## src/rtl/mdio_phy_responder.sv

```systemverilog
// Clause-22 MDIO responder (PHY side): decodes MDC/MDIO frames and serves a small
// register set. All sampling and bus changes happen on the synchronised MDC rising strobe.
module mdio_phy_responder #(
    parameter logic [4:0]  PHY_ADDR = 5'd1,
    parameter int          PRE_LEN  = 32,
    parameter logic [15:0] PHY_ID1  = 16'h0022,
    parameter logic [15:0] PHY_ID2  = 16'h1556,
    parameter logic [15:0] CTRL_RST = 16'h1140
) (
    input  logic        clk_clk,
    input  logic        reset_reset,
    input  logic        mdio_mdc,
    input  logic        mdio_mdio_in,
    output logic        mdio_mdio_out,
    output logic        mdio_mdio_oen,
    input  logic [15:0] status_in,
    output logic [15:0] ctrl_out,
    output logic        wr_pulse,
    output logic [4:0]  wr_regad,
    output logic [15:0] wr_data,
    output logic        frame_err
);

    localparam int CNT_W = $clog2(PRE_LEN + 1);
    localparam logic [CNT_W-1:0] PRE_MAX = CNT_W'(PRE_LEN);

    typedef enum logic [3:0] {
        S_PRE, S_ST2, S_OP, S_PHYAD, S_REGAD, S_TA, S_RD, S_WR, S_SKIP
    } state_t;

    state_t            state_r;
    logic [2:0]        mdc_sync_r;
    logic [1:0]        mdio_sync_r;
    logic [CNT_W-1:0]  pre_cnt_r;
    logic [4:0]        bit_cnt_r;
    logic              op_hi_r;
    logic              is_read_r;
    logic [4:0]        phyad_r;
    logic [4:0]        regad_r;
    logic [15:0]       shift_r;
    logic [15:0]       ctrl_r;
    logic [15:0]       scratch_r [4];
    logic              out_r;
    logic              oen_r;
    logic              wr_pulse_r;
    logic [4:0]        wr_regad_r;
    logic [15:0]       wr_data_r;
    logic              frame_err_r;

    logic              strobe_s;
    logic              bit_s;
    logic [4:0]        regad_full_s;
    logic [15:0]       wr_word_s;
    logic [15:0]       rd_word_s;

    // Pin synchronisers; the third MDC flop is the previous value for edge detection
    always_ff @(posedge clk_clk) begin
        if (reset_reset) begin
            mdc_sync_r  <= 3'b000;
            mdio_sync_r <= 2'b11;
        end else begin
            mdc_sync_r  <= {mdc_sync_r[1:0], mdio_mdc};
            mdio_sync_r <= {mdio_sync_r[0], mdio_mdio_in};
        end
    end

    // Strobe, current MDIO bit and the words assembled from it
    always_comb begin
        strobe_s     = mdc_sync_r[1] & ~mdc_sync_r[2];
        bit_s        = mdio_sync_r[1];
        regad_full_s = {regad_r[3:0], bit_s};
        wr_word_s    = {shift_r[14:0], bit_s};
    end

    // Read mux, evaluated against the REGAD as it completes
    always_comb begin
        rd_word_s = 16'h0000;
        case (regad_full_s)
            5'd0:                    rd_word_s = ctrl_r;
            5'd1:                    rd_word_s = status_in;
            5'd2:                    rd_word_s = PHY_ID1;
            5'd3:                    rd_word_s = PHY_ID2;
            5'd4, 5'd5, 5'd6, 5'd7:  rd_word_s = scratch_r[regad_full_s[1:0]];
            default:                 rd_word_s = 16'h0000;
        endcase
    end

    // Frame FSM, register file and registered outputs
    always_ff @(posedge clk_clk) begin
        if (reset_reset) begin
            state_r     <= S_PRE;
            pre_cnt_r   <= '0;
            bit_cnt_r   <= 5'd0;
            op_hi_r     <= 1'b0;
            is_read_r   <= 1'b0;
            phyad_r     <= 5'd0;
            regad_r     <= 5'd0;
            shift_r     <= 16'h0000;
            ctrl_r      <= CTRL_RST;
            for (int i = 0; i < 4; i++) begin
                scratch_r[i] <= 16'h0000;
            end
            out_r       <= 1'b1;
            oen_r       <= 1'b1;
            wr_pulse_r  <= 1'b0;
            wr_regad_r  <= 5'd0;
            wr_data_r   <= 16'h0000;
            frame_err_r <= 1'b0;
        end else begin
            wr_pulse_r  <= 1'b0;
            frame_err_r <= 1'b0;
            if (strobe_s) begin
                case (state_r)
                    S_PRE: begin
                        if (bit_s) begin
                            if (pre_cnt_r < PRE_MAX) begin
                                pre_cnt_r <= pre_cnt_r + CNT_W'(1);
                            end
                        end else begin
                            pre_cnt_r <= '0;
                            if (pre_cnt_r >= PRE_MAX) begin
                                state_r <= S_ST2;
                            end
                        end
                    end
                    S_ST2: begin
                        bit_cnt_r <= 5'd0;
                        if (bit_s) begin
                            state_r <= S_OP;
                        end else begin
                            frame_err_r <= 1'b1;
                            state_r     <= S_PRE;
                        end
                    end
                    S_OP: begin
                        if (bit_cnt_r == 5'd0) begin
                            op_hi_r   <= bit_s;
                            bit_cnt_r <= 5'd1;
                        end else begin
                            bit_cnt_r <= 5'd0;
                            if (op_hi_r != bit_s) begin
                                is_read_r <= op_hi_r;
                                state_r   <= S_PHYAD;
                            end else begin
                                frame_err_r <= 1'b1;
                                state_r     <= S_PRE;
                            end
                        end
                    end
                    S_PHYAD: begin
                        phyad_r <= {phyad_r[3:0], bit_s};
                        if (bit_cnt_r == 5'd4) begin
                            bit_cnt_r <= 5'd0;
                            state_r   <= S_REGAD;
                        end else begin
                            bit_cnt_r <= bit_cnt_r + 5'd1;
                        end
                    end
                    S_REGAD: begin
                        regad_r <= regad_full_s;
                        if (bit_cnt_r == 5'd4) begin
                            bit_cnt_r <= 5'd0;
                            shift_r   <= rd_word_s;
                            state_r   <= (phyad_r == PHY_ADDR) ? S_TA : S_SKIP;
                        end else begin
                            bit_cnt_r <= bit_cnt_r + 5'd1;
                        end
                    end
                    S_TA: begin
                        if (bit_cnt_r == 5'd0) begin
                            bit_cnt_r <= 5'd1;
                        end else begin
                            bit_cnt_r <= 5'd0;
                            if (is_read_r) begin
                                oen_r   <= 1'b0;
                                out_r   <= 1'b0;
                                state_r <= S_RD;
                            end else begin
                                state_r <= S_WR;
                            end
                        end
                    end
                    S_RD: begin
                        if (bit_cnt_r == 5'd16) begin
                            bit_cnt_r <= 5'd0;
                            oen_r     <= 1'b1;
                            out_r     <= 1'b1;
                            state_r   <= S_PRE;
                        end else begin
                            out_r     <= shift_r[15];
                            shift_r   <= {shift_r[14:0], 1'b0};
                            bit_cnt_r <= bit_cnt_r + 5'd1;
                        end
                    end
                    S_WR: begin
                        shift_r <= wr_word_s;
                        if (bit_cnt_r == 5'd15) begin
                            bit_cnt_r  <= 5'd0;
                            wr_pulse_r <= 1'b1;
                            wr_regad_r <= regad_r;
                            wr_data_r  <= wr_word_s;
                            state_r    <= S_PRE;
                            case (regad_r)
                                5'd0:                   ctrl_r <= wr_word_s;
                                5'd4, 5'd5, 5'd6, 5'd7: scratch_r[regad_r[1:0]] <= wr_word_s;
                                default:                ;
                            endcase
                        end else begin
                            bit_cnt_r <= bit_cnt_r + 5'd1;
                        end
                    end
                    S_SKIP: begin
                        if (bit_cnt_r == 5'd17) begin
                            bit_cnt_r <= 5'd0;
                            state_r   <= S_PRE;
                        end else begin
                            bit_cnt_r <= bit_cnt_r + 5'd1;
                        end
                    end
                    default: begin
                        state_r   <= S_PRE;
                        pre_cnt_r <= '0;
                        bit_cnt_r <= 5'd0;
                        oen_r     <= 1'b1;
                        out_r     <= 1'b1;
                    end
                endcase
            end
            // Placed last so the self-clear overrides a coinciding commit
            if (ctrl_r[15]) begin
                ctrl_r <= CTRL_RST;
            end
        end
    end

    assign mdio_mdio_out = out_r;
    assign mdio_mdio_oen = oen_r;
    assign ctrl_out      = ctrl_r;
    assign wr_pulse      = wr_pulse_r;
    assign wr_regad      = wr_regad_r;
    assign wr_data       = wr_data_r;
    assign frame_err     = frame_err_r;

endmodule

```

## config.mk

```make
export PLATFORM = sky130hd
export DESIGN_NAME = mdio_phy_responder
export DESIGN_NICKNAME = d
export VERILOG_FILES = /design/src/rtl/mdio_phy_responder.sv
export SDC_FILE = /design/constraint.sdc
export NUM_CORES = 1
export LEC_CHECK = 0
export ABC_AREA = 1
export CAP_MARGIN = 5
export CORE_UTILIZATION = 40
export CTS_BUF_LIST = sky130_fd_sc_hd__clkbuf_4
export CTS_CLUSTER_DIAMETER = 80
export DETAILED_ROUTE_END_ITERATION = 8
export PLACE_DENSITY = 0.61
export SYNTH_ARGS = -nofsm -noshare
export SYNTH_HDL_FRONTEND = slang
export SYNTH_SLANG_ARGS = --single-unit
```

## constraint.sdc

```tcl
create_clock -name clk_clk -period 7.28 [get_ports clk_clk]
set_input_delay 2.184 -clock clk_clk [delete_from_list [all_inputs] [get_ports clk_clk]]
set_output_delay 2.184 -clock clk_clk [all_outputs]
set_load 0.03 [all_outputs]
```

Word-level counts from Yosys, hierarchy flattened
Memories as Yosys holds them, arrays and structs flattened.
Index checks and enable logic that the tools add are counted.
{"block": "totals", "register_bits": 89, "latch_bits": 0, "ram_bits": 64, "mem_bits_ro": 0, "inputBits": 20, "out_inout_bits": 41, "memories": 1}
{"block": "classes", "n_addsub": 2, "mul": 0, "div": 0, "n_lt_le_gt_ge": 2, "eq_ne": 37, "n_shift": 0, "n_mux": 49, "bitwise_logic": 10, "reduce_logical": 28}
{"name": "scratch_r", "depth": 4, "width": 16, "rd": 1, "rd_clocked_by_memory_dff": 0, "wr": 4, "line": "42", "text": "logic [15:0] scratch_r [4];"}
{"cell": "16-bit case mux with 5 select lines", "n": 1}
{"cell": "16-bit 2-to-1 mux", "n": 3}
{"cell": "16-bit case mux with 3 select lines", "n": 1}
{"cell": "5-bit by 3-bit equality test with 1-bit output (second input constant)", "n": 9}
{"cell": "4-bit 2-to-1 mux", "n": 10}
{"cell": "4-bit case mux with 9 select lines", "n": 1}
{"cell": "5-bit case mux with 6 select lines", "n": 1}
{"cell": "2-bit inequality test (second input constant)", "n": 11}
{"cell": "5-bit 2-to-1 mux", "n": 4}
{"cell": "1-bit 2-to-1 mux", "n": 19}
{"cell": "4-bit by 3-bit equality test with 1-bit output (second input constant)", "n": 4}
{"cell": "4-bit AND reduction", "n": 4}
{"cell": "16-bit OR reduction", "n": 1}
{"cell": "5-bit zero test", "n": 3}
{"cell": "6-bit 2-to-1 mux", "n": 2}
{"cell": "6-bit case mux with 2 select lines", "n": 1}
{"cell": "5-bit by 1-bit equality test with 1-bit output (second input constant)", "n": 2}
{"cell": "5-bit by 2-bit equality test with 1-bit output (second input constant)", "n": 2}
{"cell": "5-bit equality test (second input constant)", "n": 2}
{"cell": "10-bit AND reduction", "n": 1}
{"cell": "1-bit inverter", "n": 9}
{"cell": "3-bit AND reduction", "n": 3}
{"cell": "4-bit by 2-bit equality test with 1-bit output (second input constant)", "n": 2}
{"cell": "2-bit OR reduction", "n": 4}
{"cell": "other kinds (22)", "n": 28}

Logic depth before layout (Yosys ltp)
{"block": "depth", "word_depth": 10, "depth_mapped": 11, "mapped_depth_nobuf": 11}

Least setup slack after synthesis
OpenSTA, ideal clock, no wires.
{"block": "synth_timing", "path_kind": "input to register", "from": "in reset_reset", "to": "mem scratch_r[0][0] (enable)", "arrival_ns": 3.405, "slack_ns": 3.463, "path_stages": 4, "cell_sequence": "clkbuf_1 clkinv_1 clkbuf_1 o21ai_0"}
{"item": "start: declaration", "line": "11", "text": "input logic reset_reset,"}
{"item": "end: declaration", "line": "42"}

==> impl_results.md <==
- CP required: 7460 ps
- Die W: 137 um
- FF+latch count, synth: 153
- Post-DP HPWL: 12800 um
- Number of distinct library cells after synthesis: 35
- Synth Warn #: 0
- Vias: 6297
- Maximum VDD drop: 0.000103 V
- Cells resized by post-CTS repair: 0
- Final setup fails: 0
- FF-to-FF Start: bit_cnt_r[0]$_SDFFE_PP0P_
- Port bufs: 60
- CTS HTree Levels: 4
- Critical path startpoint category: input port
- PD cells: 183 mW/mm2
- First-pass GRT wire length: 30100 um
- Synth area leader: edfxtp_1
- Layout Skew: 25.7 ps
- Largest net degree at the start of global routing: 50
- CTS Hold Bufs: 0
- Minimum clock period: 4370 ps
- Initial antenna violation count: 1
- Top-area cell type share of the netlist area: 26.4%
- Fillers: 1763
- Post-synthesis net count: 968
- Die Y: 137 um
- RSZ-0062 raised after global routing: no
- Crit. End Element: flop
- Hold Path Class: reg -> reg
- Final hold violations: 0
- Row Count: 48
- I/O pins: 61
- Worst-margin pin slew: 1070 ps
- CTS root buf: clkbuf_4
- Slew headroom: 28.5%
- Largest cells by area after synthesis: edfxtp_1 26%, dfxtp_1 24%, nand2_1 14%, nor2_1 6.8%, nand3_1 4.5%
- Hold path endpoint: mdc_sync_r[1]$_SDFF_PP0_
- Total GRT Usage: 21.4%
- RePlAce Congestion: 0.817
- Crit Path Class: in -> reg
- TritonCTS Sinks: 153
- Reg2reg end: scratch_r[2][0]$_SDFFCE_PN0P_
- Post-CTS Repair Setup Buffers: 0
- Starting Density: 41.6%
- Final worst path period share: 60.1%
- Max-slew violations: 0
- Post-synthesis sequential area ratio: 50.8%
- Post-Layout Cell Count: 1229
- Nets@finish: 1017
- Min-delay src: mdc_sync_r[0]$_SDFF_PP0_
- Syn Area/Cell: 7.75 um2
- Max-Cap Viols: 0
- TNS Setup: 0 ps
- Routed WL per cell: 15.5 um
- Outcome: finished, final reports clean
- Number of synthesized flops with an enable pin: 64
- Syn-to-layout area delta: 14.6%
- Cell total after placement: 1196
- Clock Tree Buf Depth: 2
- Vias in the first global route: 5658
- Post-Route WL: 19000 um
- Worst-path clk slew: 140 ps
- DR vias/cell: 5.12
- First-pass iteration count of the detailed router: 7
- FMAX: 229 MHz
- Clk Latency, worst-skew pair: 570 ps
- Hold Crit Depth: 2
- Mapped Area: 0.00729 mm2
- Total grt overflow: 0
- DRC viols: 0
- Total core area: 0.0175 mm2
- CTS Buf Count: 17
- Arrival time worst endpoint: 4560 ps
- Remaining antenna violation count after routing: 0
- Mapped Cells: 941
- Worst reg-to-reg setup slack: 4310 ps
- CTS tree: yes
- Async S/R FF share, synth: 0%
- Fraction of layout cells with a size suffix above 1: 6.78%
- 1st-iter DRT viols: 464
- Die area: 0.0188 mm2
- Main synth FF type: dfxtp_1
- CP max FO: 49
- R2R cell count: 10
- LEAKAGE: 3.32 nW
## per-stage QoR
step,util [%],hold WS (ps),worst slack (ps),total power [mW],area (um2)
floorplan,-,388,3460,0.974,7290
global placement,46.0,393,2300,1.00,8060
detailed placement,46.0,394,2260,1.00,8060
CTS,47.6,417,2890,1.54,8350
global route,47.6,439,2700,1.59,8360
finish,47.6,414,2910,1.53,8360
## critical path, stage by stage
cell and delay [ps]:
clkdlybuf4s50_1 450, buf_4 350, clkinv_1 170, nand3_2 100, buf_4 470, nand3b_4 360
nand2_1 460
## registers in the layout, summed over array words and instances, names as in the netlist, 2 cells and up
signal	cells
state_r	4
ctrl_out	16
shift_r	16
bit_cnt_r	5
regad_r	5
wr_regad	5
mdio_sync_r	2
phyad_r	5
mdc_sync_r	3
wr_data	16
pre_cnt_r	6
scratch_r	64
## kinds of logic (layout without fill, tap and decap cells)
group / after synthesis / in the layout / share of synthesized area [%]
adders and majority gates: 7 / 7 / 1.20
DFF: 153 / 153 / 50.8
AOI/OAI and AO/OA: 115 / 115 / 8.60
buffers and inverters: 120 / 182 / 6.78
and+or+nand+nor: 545 / 545 / 32.5
other: 0 / 1 / 0
xor gates and xnor gates: 1 / 1 / 0.120
## worst max-delay path by stage
stage | from | end | slack [ps] | cells after the start
floorplan | reset_reset | scratch_r[0][0]$_SDFFCE_PN0P_ | 3460 | 4
global placement | reset_reset | scratch_r[2][0]$_SDFFCE_PN0P_ | 2300 | 7
detailed placement | reset_reset | scratch_r[2][3]$_SDFFCE_PN0P_ | 2260 | 7
CTS | reset_reset | scratch_r[2][5]$_SDFFCE_PN0P_ | 2890 | 7
global route | reset_reset | scratch_r[2][11]$_SDFFCE_PN0P_ | 2700 | 7
finish | reset_reset | scratch_r[2][0]$_SDFFCE_PN0P_ | 2910 | 7
## synth_stat cells, drive strengths merged, types with 7 or more instances
| master | instances |
|---|---|
| nand2 | 272 |
| nor2 | 139 |
| dfxtp | 89 |
| inv | 76 |
| nand3 | 68 |
| a21oi | 64 |
| edfxtp | 64 |
| nor3 | 39 |
| o21ai | 30 |
| buf | 22 |
| nand4 | 20 |
| a211oi | 17 |
| clkbuf | 17 |
| ha | 7 |
## layout by cell type (no fill, tap or decap), drive strengths merged
cell type      count
nor3              39
a211oi            17
ha                 7
a31oi              1
o211ai             2
o21ai             30
diode              1
o31ai              1
nor2             139
nor4               2
nand3             68
inv               83
xnor2              1
nand3b             2
bufinv             2
clkinvlp           2
nand2            272
edfxtp            64
a21oi             64
dfxtp             89
nand4             20
clkdlybuf4s50     60
clkinv             8
or2                3
clkbuf            18
buf                9
## power breakdown
group / total (mW) / leakage (nW) / switching [mW] / internal (mW)
Combinational: 0.0715 / 1.82 / 0.0461 / 0.0253
Sequential: 0.913 / 1.35 / 0.00529 / 0.908
Clock: 0.548 / 0.156 / 0.332 / 0.216
Total: 1.53 / 3.32 / 0.383 / 1.15
## per-layer routing
metal	vias up	wire, um	track usage, %
met2	190	8010	31.1
met4	0	197	6.84
met5	-	0	0
li1	3212	-	-
met3	15	1090	3.70
met1	2880	9700	31.8
## cell type report
cell class              instances  area, um2  share of cell area, %
clock inverters                14        159                   1.90
well taps                     225        282                   3.37
clock buffers                  18        135                   1.62
repair buffers                 69        668                   8.00
flip-flops and latches        153       3700                   44.3
diodes                          1       2.50                 0.0299
multi-input cells             668       3100                   37.1
inverters                      81        304                   3.64
No activity file was read; power rests on OpenSTA's default activity.
